$ cat config.mk
export PLATFORM = sky130hd
export DESIGN_NAME = adc_path_pack
export DESIGN_NICKNAME = d
export VERILOG_FILES = /design/src/rtl/adc_path_pack_pkg.sv /design/src/rtl/adc_path_pack_sat_cnt.sv /design/src/rtl/adc_path_pack.sv
export SDC_FILE = /design/constraint.sdc
export NUM_CORES = 1
export LEC_CHECK = 0
export BUFFER_PORTS_ARGS = -buffer_cell sky130_fd_sc_hd__buf_2
export CORE_UTILIZATION = 49
export CTS_BUF_LIST = sky130_fd_sc_hd__clkbuf_8
export DETAILED_ROUTE_END_ITERATION = 10
export GPL_ROUTABILITY_DRIVEN = 0
export PLACE_DENSITY_LB_ADDON = 0.2
export SYNTH_ARGS = -nofsm -noshare
export SYNTH_HDL_FRONTEND = slang
export SYNTH_SLANG_ARGS = --single-unit
$ cat constraint.sdc
create_clock -name clk -period 3.2 [get_ports clk]
set_input_delay 0.8 -clock clk [delete_from_list [all_inputs] [get_ports clk]]
set_output_delay 0.8 -clock clk [all_outputs]
set_load 0.005 [all_outputs]
$ cat src/rtl/adc_path_pack_pkg.sv
// Shared definitions for the ADC path packer.
//   PATH_NUM_DEF       : samples per packed word (4 for RSR builds, 2 for PSR)
//   ADC_DATA_WIDTH_DEF : default bits per sample
//   DROP_CNT_WIDTH_DEF : default width of the partial-word drop counter
//   clog2b()           : ceil(log2(n)) with a floor of 1 bit, for counters
package adc_path_pack_pkg;

`ifdef RSR
  localparam int PATH_NUM_DEF = 4;
`else
  localparam int PATH_NUM_DEF = 2;
`endif

  localparam int ADC_DATA_WIDTH_DEF = 8;
  localparam int DROP_CNT_WIDTH_DEF = 16;

  // A counter over n states never gets fewer than one bit.
  function automatic int clog2b(input int n);
    int r;
    r = 0;
    for (int i = 0; i < 32; i++)
      if ((1 << r) < n) r++;
    return (r < 1) ? 1 : r;
  endfunction

endpackage

$ cat src/rtl/adc_path_pack_sat_cnt.sv
// Saturating up-counter.
//   clk   : clock
//   rst   : synchronous active-high reset, clears the count
//   inc_i : count one event this cycle
//   cnt_o : current count, sticks at all-ones
module adc_path_pack_sat_cnt #(
  parameter int WIDTH = 16
) (
  input  logic             clk,
  input  logic             rst,
  input  logic             inc_i,
  output logic [WIDTH-1:0] cnt_o
);

  logic [WIDTH-1:0] cnt_q, cnt_d;

  always_comb begin
    cnt_d = cnt_q;
    if (inc_i && (cnt_q != '1)) cnt_d = cnt_q + WIDTH'(1);
  end

  always_ff @(posedge clk) begin
    if (rst) cnt_q <= '0;
    else     cnt_q <= cnt_d;
  end

  assign cnt_o = cnt_q;

endmodule

$ cat src/rtl/adc_path_pack.sv
// Packs a single-lane sample stream into N-path words, path 0 in the LSBs.
// Lanes 0..N-2 collect in an assembly register; the lane N-1 sample is
// merged straight into the output register, so the block sustains one sample
// per cycle in and one word per N cycles out.
//   clk, rst  : clock, synchronous active-high reset
//   s_data    : input sample          s_valid : sample valid
//   s_sync    : sample is path 0      s_ready : sample accepted this cycle
//   m_data    : packed word           m_valid : word valid
//   m_ready   : downstream takes word
//   drop_cnt  : saturating count of partial words discarded by s_sync
module adc_path_pack
  import adc_path_pack_pkg::*;
#(
  parameter int ADC_DATA_WIDTH    = ADC_DATA_WIDTH_DEF,
  parameter int PARALLEL_PATH_NUM = PATH_NUM_DEF,
  parameter int DROP_CNT_WIDTH    = DROP_CNT_WIDTH_DEF
) (
  input  logic                                        clk,
  input  logic                                        rst,
  input  logic [ADC_DATA_WIDTH-1:0]                   s_data,
  input  logic                                        s_valid,
  input  logic                                        s_sync,
  output logic                                        s_ready,
  output logic [ADC_DATA_WIDTH*PARALLEL_PATH_NUM-1:0] m_data,
  output logic                                        m_valid,
  input  logic                                        m_ready,
  output logic [DROP_CNT_WIDTH-1:0]                   drop_cnt
);

  localparam int W  = ADC_DATA_WIDTH;
  localparam int N  = PARALLEL_PATH_NUM;
  localparam int LW = clog2b(N);

  logic [LW-1:0]             lane_q, lane_d;
  logic [N-2:0][W-1:0]       asm_q, asm_d;
  logic [N*W-1:0]            mdata_q, mdata_d;
  logic                      mvalid_q, mvalid_d;
  logic                      last_lane, acc, xfer, drop_inc;

  assign last_lane = (lane_q == LW'(N-1));
  // Only the closing lane needs room in the output register; it can go in
  // on the same edge the pending word leaves.
  assign s_ready   = !rst && (!last_lane || !mvalid_q || m_ready);
  assign acc       = s_valid && s_ready;
  assign xfer      = mvalid_q && m_ready;
  assign drop_inc  = acc && s_sync && (lane_q != '0);

  always_comb begin
    lane_d   = lane_q;
    asm_d    = asm_q;
    mdata_d  = mdata_q;
    mvalid_d = mvalid_q;
    if (xfer) mvalid_d = 1'b0;
    if (acc) begin
      if (s_sync) begin
        // Realign: whatever was assembled is thrown away, this sample is path 0.
        asm_d    = '0;
        asm_d[0] = s_data;
        lane_d   = LW'(1);
      end else if (last_lane) begin
        mdata_d  = {s_data, asm_q};
        mvalid_d = 1'b1;  // overrides a same-cycle transfer clear
        asm_d    = '0;
        lane_d   = '0;
      end else begin
        for (int k = 0; k < N-1; k++)
          if (lane_q == LW'(k)) asm_d[k] = s_data;
        lane_d = lane_q + LW'(1);
      end
    end
  end

  always_ff @(posedge clk) begin
    if (rst) begin
      lane_q   <= '0;
      asm_q    <= '0;
      mdata_q  <= '0;
      mvalid_q <= 1'b0;
    end else begin
      lane_q   <= lane_d;
      asm_q    <= asm_d;
      mdata_q  <= mdata_d;
      mvalid_q <= mvalid_d;
    end
  end

  adc_path_pack_sat_cnt #(.WIDTH(DROP_CNT_WIDTH)) u_drop_cnt (
    .clk   (clk),
    .rst   (rst),
    .inc_i (drop_inc),
    .cnt_o (drop_cnt)
  );

  assign m_data  = mdata_q;
  assign m_valid = mvalid_q;

endmodule

==> results.json <==
{
  "status": "completed",
  "crit_chain": "buf_2, nand4b_1, or3_1, nor4b_1, mux2_2",
  "wirelength_mm": 3.92,
  "clk_latency_ns": 0.29,
  "yosysWarnings": 0,
  "synth_edf_count": 0,
  "rsz0062_at_grt": "false",
  "cts_tree": "yes",
  "utilization": 0.639,
  "yosysUniqueCellTypes": 34,
  "overflow": 0,
  "syn_nets": 218,
  "dp.cells": 290,
  "core_um2": 3470,
  "cts.sinks": 42,
  "postCtsSetupRepairBufs": 0,
  "num_vias": 1623,
  "met2_usage": 0.286,
  "drt-initial-drc-count": 64,
  "syn_area_um2": 1830,
  "hold_path_class": "flop to flop",
  "synth_flop_cell": "dfxtp_1",
  "cts_htree_levels": 2,
  "fmax_ghz": 0.447,
  "fin_setup_tns_ns": 0,
  "timing.final.crit_share": 0.699,
  "dp_slack_ns": 0.657,
  "grt_pass1_vias": 1405,
  "crit_type": "input port to flop",
  "row_count": 21,
  "finalHoldViolCount": 0,
  "layout-drive-gt1-share": 0.266,
  "required_ns": 3.39,
  "maxCapViolCount": 0,
  "max_slew_margin": 0.527,
  "skew_ns": 0.00257,
  "antenna_found_initial": 0,
  "path_clk_slew_ns": 0.08,
  "syn_to_final_growth_pct": 21.2,
  "power_leakage_nw": 1.01,
  "avgRoutedWirePerCell_um": 13.1,
  "viasPerCell": 5.45,
  "die_h_um": 63.1,
  "syn_inst": 204,
  "finalNonFillerCells": 298,
  "vdd_drop_max_v": 0.000331,
  "dp_hpwl_mm": 2.75,
  "io_pins": 47,
  "crit_fanout": 17,
  "grt.met3_usage": 0.0435,
  "antenna_left": 0,
  "grt.met1_usage": 0.321,
  "cts-root-buf": "clkbuf_8",
  "setup_slack_ns": 0.962,
  "grt_max_degree": 37,
  "grt-busiest-layer": "met1",
  "worst_setup_path_start_kind": "input port",
  "port_buffers": 46,
  "power_density_nw_per_um2": 448,
  "setup_viol": 0,
  "start_util": 0.527,
  "nets": 265,
  "maxSlewViolCount": 0,
  "layout_min_cycle_time_ns": 2.24,
  "tightest_slew_ns": 0.703,
  "die_x_um": 63.1,
  "max_stage_delay_ns": 0.50,
  "cp.arrival_ns": 2.43,
  "avgSynthCellArea_um2": 8.97,
  "worst_setup_path_end_kind": "flop",
  "ys_seq_elements": 42,
  "drc": 0,
  "holdBufCountCts": 0,
  "first_pass_iters": 4,
  "die_area_um2": 3980,
  "synthArstFlopShare": 0,
  "ctsResizeCount": 0,
  "cts_buffers": 5,
  "grt.total_usage": 0.212,
  "synth-seq-area-share": 0.460,
  "slowest_stage": "or3_1",
  "grt_pass1_wl_mm": 6.58,
  "n_antenna_cell": 0,
  "cts_buffer_depth": 2
}
cell type report:
cell class / count / area (µm²)
Clock buffer: 5 / 68.8
Clock inverter: 3 / 41.3
Fill cell: 313 / 1250
Inverter: 6 / 22.5
Multi-Input combinational cell: 146 / 926
Sequential cell: 42 / 841
Tap cell: 46 / 57.6
Timing Repair Buffer: 50 / 260
power breakdown:
part           total, mW  switching (mW)  internal [mW]
Clock              0.407           0.178          0.229
Sequential         0.535         0.00525          0.530
Combinational     0.0512          0.0303         0.0209
sequential cells by signal, summed over array words and instances, names as in the netlist:
name	count
lane_q	1
asm_q	8
m_valid	1
u_drop_cnt.cnt_o	16
m_data	16
stage by stage:
| step | hold slack (ns) | total power [mW] | area (µm²) |
|---|---|---|---|
| after floorplan | 0.431 | 0.577 | 1830 |
| after global placement | 0.441 | 0.598 | 2110 |
| after detailed placement | 0.446 | 0.599 | 2110 |
| after CTS | 0.455 | 1.01 | 2220 |
| after global routing | 0.475 | 1.03 | 2220 |
| final | 0.451 | 0.994 | 2220 |
metal layers:
metal	wire length (µm)	vias to the layer above
met1	2000	733
met2	1620	45
met4	50	0
met5	0	-
li1	-	838
met3	245	7
worst max-delay path: cells and delay by family:
family,cells,cell delay [ns]
buffers and inverters,1,0.20
muxes,1,0.37
and+or+nand+nor,3,1.05
path summary, 6_finish.rpt:
path | from | end | slack [ns] | cells past startpoint
setup / recovery | rst | u_drop_cnt.cnt_o[13] | 0.96 | 5
hold / removal | asm_q[5] | asm_q[5] | 0.45 | 2
setup reg to reg | u_drop_cnt.cnt_o[7] | u_drop_cnt.cnt_o[13] | 1.15 | 4
hold reg to reg | asm_q[5] | asm_q[5] | 0.45 | 2
cell usage after synthesis, types with 2 or more instances:
master,n,share of area
nand3_1,5,0.014
and3_1,2,0.0068
buf_1,2,0.0041
a211oi_1,2,0.0082
inv_1,6,0.012
nor2b_1,7,0.024
nor2_1,24,0.049
nand4_1,11,0.038
or3_1,2,0.0068
or4_1,3,0.012
nand2_1,14,0.029
clkbuf_1,6,0.012
dfxtp_1,42,0.46
nor3_1,6,0.016
buf_2,2,0.0055
nor4_1,7,0.024
mux2i_1,17,0.093
o31ai_1,3,0.012
nand2b_1,3,0.010
a21oi_1,18,0.049
a31oi_1,2,0.0068
o21ai_0,2,0.0055
mux2_2,6,0.037
nand3b_1,2,0.0082
cell usage in the layout, fill, tap and decap left out, types with 2 or more instances in the layout:
cell type  count
or3_1          2
nor2b_1        7
nand3b_1       2
nor4_1         7
nor2_1        24
clkbuf_8       5
nor3_1         6
and3_1         2
or4_1          3
o31ai_1        3
a211oi_1       2
nand2_1       14
nand3_1        5
buf_4          4
mux2i_1       17
o21ai_0        2
mux2_2         6
dfxtp_1       42
inv_1          7
a31oi_1        2
a21oi_1       18
buf_2         46
nand2b_1       3
nand4_1       11
logic make-up after synthesis:
| kind of cell | Yosys count | synth area share |
|---|---|---|
| simple gates | 93 | 0.278 |
| flops | 42 | 0.460 |
| compound gates | 29 | 0.0917 |
| mux | 23 | 0.130 |
| buf+inv | 16 | 0.0342 |
| fa+ha+maj | 1 | 0.00684 |
No activity file was read; power rests on OpenSTA's default activity.
